### src/rtl/anomaly_alarm_controller.sv
// Anomaly alarm controller: counts rising-edge anomaly events per time window,
// latches an alarm with a one-cycle irq on threshold, then holds off after host ack.
module anomaly_alarm_controller #(
    parameter int unsigned WINDOW_CYCLES  = 256,
    parameter int unsigned THRESHOLD      = 4,
    parameter int unsigned CNT_W          = 8,
    parameter int unsigned HOLDOFF_CYCLES = 64,
    parameter int unsigned TOTAL_W        = 16
) (
    input  logic               clk,
    input  logic               reset,
    input  logic               enable,
    input  logic               anomaly_detected,
    input  logic               alarm_ack,
    output logic               alarm,
    output logic               alarm_irq,
    output logic [CNT_W-1:0]   window_count,
    output logic [TOTAL_W-1:0] total_count,
    output logic               busy
);

    localparam int unsigned WcycW = (WINDOW_CYCLES > 1) ? $clog2(WINDOW_CYCLES) : 1;
    localparam int unsigned HoldW = $clog2(HOLDOFF_CYCLES + 1);

    localparam logic [WcycW-1:0] WcycLast = WcycW'(WINDOW_CYCLES - 1);
    localparam logic [HoldW-1:0] HoldLast = HoldW'(HOLDOFF_CYCLES - 1);
    localparam logic [CNT_W-1:0] Thresh   = CNT_W'(THRESHOLD);

    typedef enum logic [1:0] {StIdle, StMonitor, StAlarm, StHoldoff} state_e;

    state_e             state_q, state_d;
    logic               anom_q;
    logic               irq_q, irq_d;
    logic [WcycW-1:0]   wcyc_q, wcyc_d;
    logic [HoldW-1:0]   hold_q, hold_d;
    logic [CNT_W-1:0]   win_q, win_d;
    logic [TOTAL_W-1:0] total_q, total_d;

    logic               evt;
    logic               wrap;
    logic [CNT_W-1:0]   win_base;
    logic [CNT_W-1:0]   win_inc;

    // A level held high is one event: only the 0->1 transition counts.
    assign evt  = anomaly_detected & ~anom_q;
    assign wrap = (wcyc_q == WcycLast);

    always_comb begin
        total_d = total_q;
        if (evt && (total_q != {TOTAL_W{1'b1}})) begin
            total_d = total_q + TOTAL_W'(1);
        end
    end

    // An event in the wrap cycle lands in the fresh window.
    always_comb begin
        win_base = wrap ? '0 : win_q;
        win_inc  = win_base;
        if (evt && (win_base != {CNT_W{1'b1}})) begin
            win_inc = win_base + CNT_W'(1);
        end
    end

    always_comb begin
        state_d = state_q;
        wcyc_d  = wcyc_q;
        hold_d  = hold_q;
        win_d   = win_q;
        irq_d   = 1'b0;

        unique case (state_q)
            StIdle: begin
                wcyc_d = '0;
                win_d  = '0;
                hold_d = '0;
                if (enable) begin
                    state_d = StMonitor;
                end
            end
            StMonitor: begin
                wcyc_d = wrap ? '0 : wcyc_q + WcycW'(1);
                win_d  = win_inc;
                if (evt && (win_inc >= Thresh)) begin
                    state_d = StAlarm;
                    irq_d   = 1'b1;
                end
            end
            StAlarm: begin
                if (alarm_ack) begin
                    state_d = StHoldoff;
                    hold_d  = '0;
                end
            end
            StHoldoff: begin
                if (hold_q == HoldLast) begin
                    state_d = StMonitor;
                    hold_d  = '0;
                    wcyc_d  = '0;
                    win_d   = '0;
                end else begin
                    hold_d = hold_q + HoldW'(1);
                end
            end
            default: begin
                state_d = StIdle;
            end
        endcase

        // Disable wins over any same-cycle threshold crossing or ack.
        if (!enable) begin
            state_d = StIdle;
            wcyc_d  = '0;
            win_d   = '0;
            hold_d  = '0;
            irq_d   = 1'b0;
        end
    end

    always_ff @(posedge clk or negedge reset) begin
        if (!reset) begin
            state_q <= StIdle;
            anom_q  <= 1'b0;
            irq_q   <= 1'b0;
            wcyc_q  <= '0;
            hold_q  <= '0;
            win_q   <= '0;
            total_q <= '0;
        end else begin
            state_q <= state_d;
            anom_q  <= anomaly_detected;
            irq_q   <= irq_d;
            wcyc_q  <= wcyc_d;
            hold_q  <= hold_d;
            win_q   <= win_d;
            total_q <= total_d;
        end
    end

    assign alarm        = (state_q == StAlarm);
    assign alarm_irq    = irq_q;
    assign busy         = (state_q != StIdle);
    assign window_count = win_q;
    assign total_count  = total_q;

endmodule

### config.mk
export PLATFORM = sky130hd
export DESIGN_NAME = anomaly_alarm_controller
export DESIGN_NICKNAME = d
export VERILOG_FILES = /design/src/rtl/anomaly_alarm_controller.sv
export SDC_FILE = /design/constraint.sdc
export NUM_CORES = 1
export LEC_CHECK = 0
export ABC_AREA = 1
export CAP_MARGIN = 20
export CORE_ASPECT_RATIO = 1.25
export CORE_MARGIN = 8
export CORE_UTILIZATION = 30
export DETAILED_ROUTE_END_ITERATION = 12
export SLEW_MARGIN = 20
export SYNTH_ARGS = -nofsm -noshare
export SYNTH_HDL_FRONTEND = slang
export SYNTH_SLANG_ARGS = --single-unit
### constraint.sdc
create_clock -name clk -period 3.5 [get_ports clk]
set_input_delay 0.7 -clock clk [delete_from_list [all_inputs] [get_ports clk]]
set_output_delay 0.7 -clock clk [all_outputs]
set_load 0.1 [all_outputs]
==> results.cfg <==
[clock_tree]
post_cts_buffers = 0
clock_latency_ps = 300
cts_sinks = 43
cts_tree = yes
cts.hold.buffers_added = 0
clk_pin_slew_worst_paths_ps = 90
htree_levels = 2
cts_root_buf = clkbuf_8
cts_buffers = 5
clockBufferDepth = 2
cts_resized = 0

[synthesis]
synth.area.top_cells = dfrtp_1 (45%), inv_1 (7.3%), nand2_1 (7.0%)
ys_types = 37
yosysMostFrequentCell = inv_1
synth.ff_latch_count = 43
synth-warning-count = 0
synth_top_area_share_pct = 44.58
syn_avg_cell_area_um2 = 8.589
netlist_area_um2 = 2414
synthFlopType = dfrtp_1
ys_top_cells_by_count = inv_1 (47), nand2_1 (45), dfrtp_1 (43)
syn_inst = 281
seq_area_frac_synth_pct = 44.58
ys_async_sr_fraction_pct = 100.0
syn_nets = 293
yosys.area.top_type = dfrtp_1
synth_edf_count = 0

[final_layout]
fillers = 815
fin_nets = 329
multi_input_area_um2 = 1134
drive_above_1_share_pct = 20.75
ff_latch_area_um2 = 1076
diodes = 0
area_delta_synth_final_pct = 20.48

[route]
routedWlPerCell_um = 12.36
wl_um = 5103
dr_total_vias = 1950
drtIter0Drc = 49
ant_nets = 0
drc = 0
dr.pass1.iters = 6
via_per_inst = 4.722

[sta]
final-setup-viol-count = 0
hold_violations = 0
drv_slew = 0
fin_ws_ps = 923.6
finalClockSkew_ps = 10.63
fin_tns_setup_ps = 0
min_period_over_period_pct = 73.61
post-route-min-period_ps = 2576
relSlewSlack_pct = 34.67
fmax_mhz = 388.1
worstMarginPinSlew_ps = 977.0
rsz0062_at_grt = no

[setup_path]
reg2reg_to = state_q[1]$_DFFE_PN0P_
path_buf_inv = 1
r2r_setup_slack_ps = 1100
crit_chain = clkdlybuf4s50_1
required_ps = 2800
slowest_stage = clkdlybuf4s50_1
end_kind = output pin
critPathMaxFanout = 4
slowest_delay_ps = 1160
worstPathArrival_ps = 1880
cp-start-kind = register
critPathTopFamily = buffers and inverters
reg2reg_from = wcyc_q[0]$_DFFE_PN0P_
crit_type = reg2out
worstRegToRegCells = 17

[global_routing]
antenna_found_initial = 0
grt-ovfl-total = 0
grt_max_degree = 44
grt_pass1_vias = 1995
track_usage_pct = 10.08
grt_pass1_wl_um = 9066

[place]
gp_congestion = 0.8081
place_worst_setup_slack_ps = 835.0
io_buffers = 31
hpwl_um = 3831

[worst_hold_path]
hp-class = in2async

[floorplan]
dieArea_um2 = 11190
io_pins = 32
coreArea_um2 = 7792
die_h_um = 116.3
rows = 36
die_w_um = 96.23
start_util_pct = 30.97

[power_and_ir_drop]
ir_worst_vdd_uv = 689.7
pwr_density_cell_nw_per_um2 = 699.7
p_leak_nw = 1.380

[job]
cap_violations = 0

[status]
status = complete, no violations
==> layer usage <==
| metal | global-route usage, % | part of all wire [%] |
|---|---|---|
| met1 | 12.10 | 46 |
| met2 | 16.57 | 47 |
| met3 | 3.087 | 5.3 |
| met4 | 3.392 | 1.7 |
| met5 | 0 | 0 |
==> cells in the final DEF, fill, tap and decap left out, types with 3 or more instances in the layout <==
| cell | n |
|---|---|
| nor2_1 | 17 |
| o22ai_1 | 7 |
| inv_1 | 47 |
| buf_4 | 22 |
| ha_1 | 7 |
| nand2_2 | 13 |
| dfrtp_1 | 43 |
| clkbuf_8 | 5 |
| nor2_2 | 6 |
| o21ai_2 | 3 |
| o21ai_0 | 11 |
| clkdlybuf4s50_1 | 9 |
| a21oi_1 | 11 |
| xor2_1 | 11 |
| nand4_1 | 6 |
| nor3_1 | 8 |
| nand3_1 | 14 |
| xnor2_1 | 6 |
| nand2_1 | 45 |
==> through the flow <==
step	area (um2)	total power, mW	util [%]	hold WS (ps)	instances
final	2908	2.034	37.32	385.7	413
after global routing	2908	2.142	37.32	424.8	413
after CTS	2905	2.059	37.28	503.6	413
after detailed placement	2769	1.589	35.53	492.0	405
after global placement	2769	1.581	35.53	488.2	405
after floorplan	2414	1.385	-	404.4	281
==> sequential cells by signal, summed over array words and instances, names as in the netlist <==
name	flops
wcyc_q	8
total_count	16
anom_q	1
hold_q	7
window_count	8
alarm_irq	1
state_q	2
==> power breakdown <==
part	leakage, nW	switching (mW)	internal (mW)
sequential	0.558	0.0864	0.567
combinational	0.757	0.718	0.203
clock	0.0644	0.176	0.285
==> how the worst max path moves through the flow <==
stage / endpoint / cells after the start / from
2_1_floorplan: total_count[15]$_DFFE_PN0P_ / 12 / total_count[0]$_DFFE_PN0P_
5_1_grt: total_count[5] / 1 / total_count[5]$_DFFE_PN0P_
4_1_cts: total_count[5] / 1 / total_count[5]$_DFFE_PN0P_
6_report: total_count[5] / 1 / total_count[5]$_DFFE_PN0P_
3_3_place_gp: wcyc_q[7]$_DFFE_PN0P_ / 11 / enable
3_5_place_dp: wcyc_q[7]$_DFFE_PN0P_ / 11 / enable
==> final cells by class <==
type | instances | share of cell area [%]
Sequential cell | 43 | 37.01
Inverter | 50 | 6.454
Clock inverter | 3 | 2.324
Clock buffer | 5 | 2.367
Multi-Input combinational cell | 186 | 38.98
Timing Repair Buffer | 31 | 8.778
Tap cell | 95 | 4.088
==> kinds of logic after synthesis <==
kind of cell	synth area share, %
adders and majority gates	3.629
buffers and inverters	8.450
xor gates and xnor gates	6.169
and+or+nand+nor	26.39
DFF	44.58
AOI/OAI and AO/OA	10.78
No activity file was read; power rests on OpenSTA's default activity.
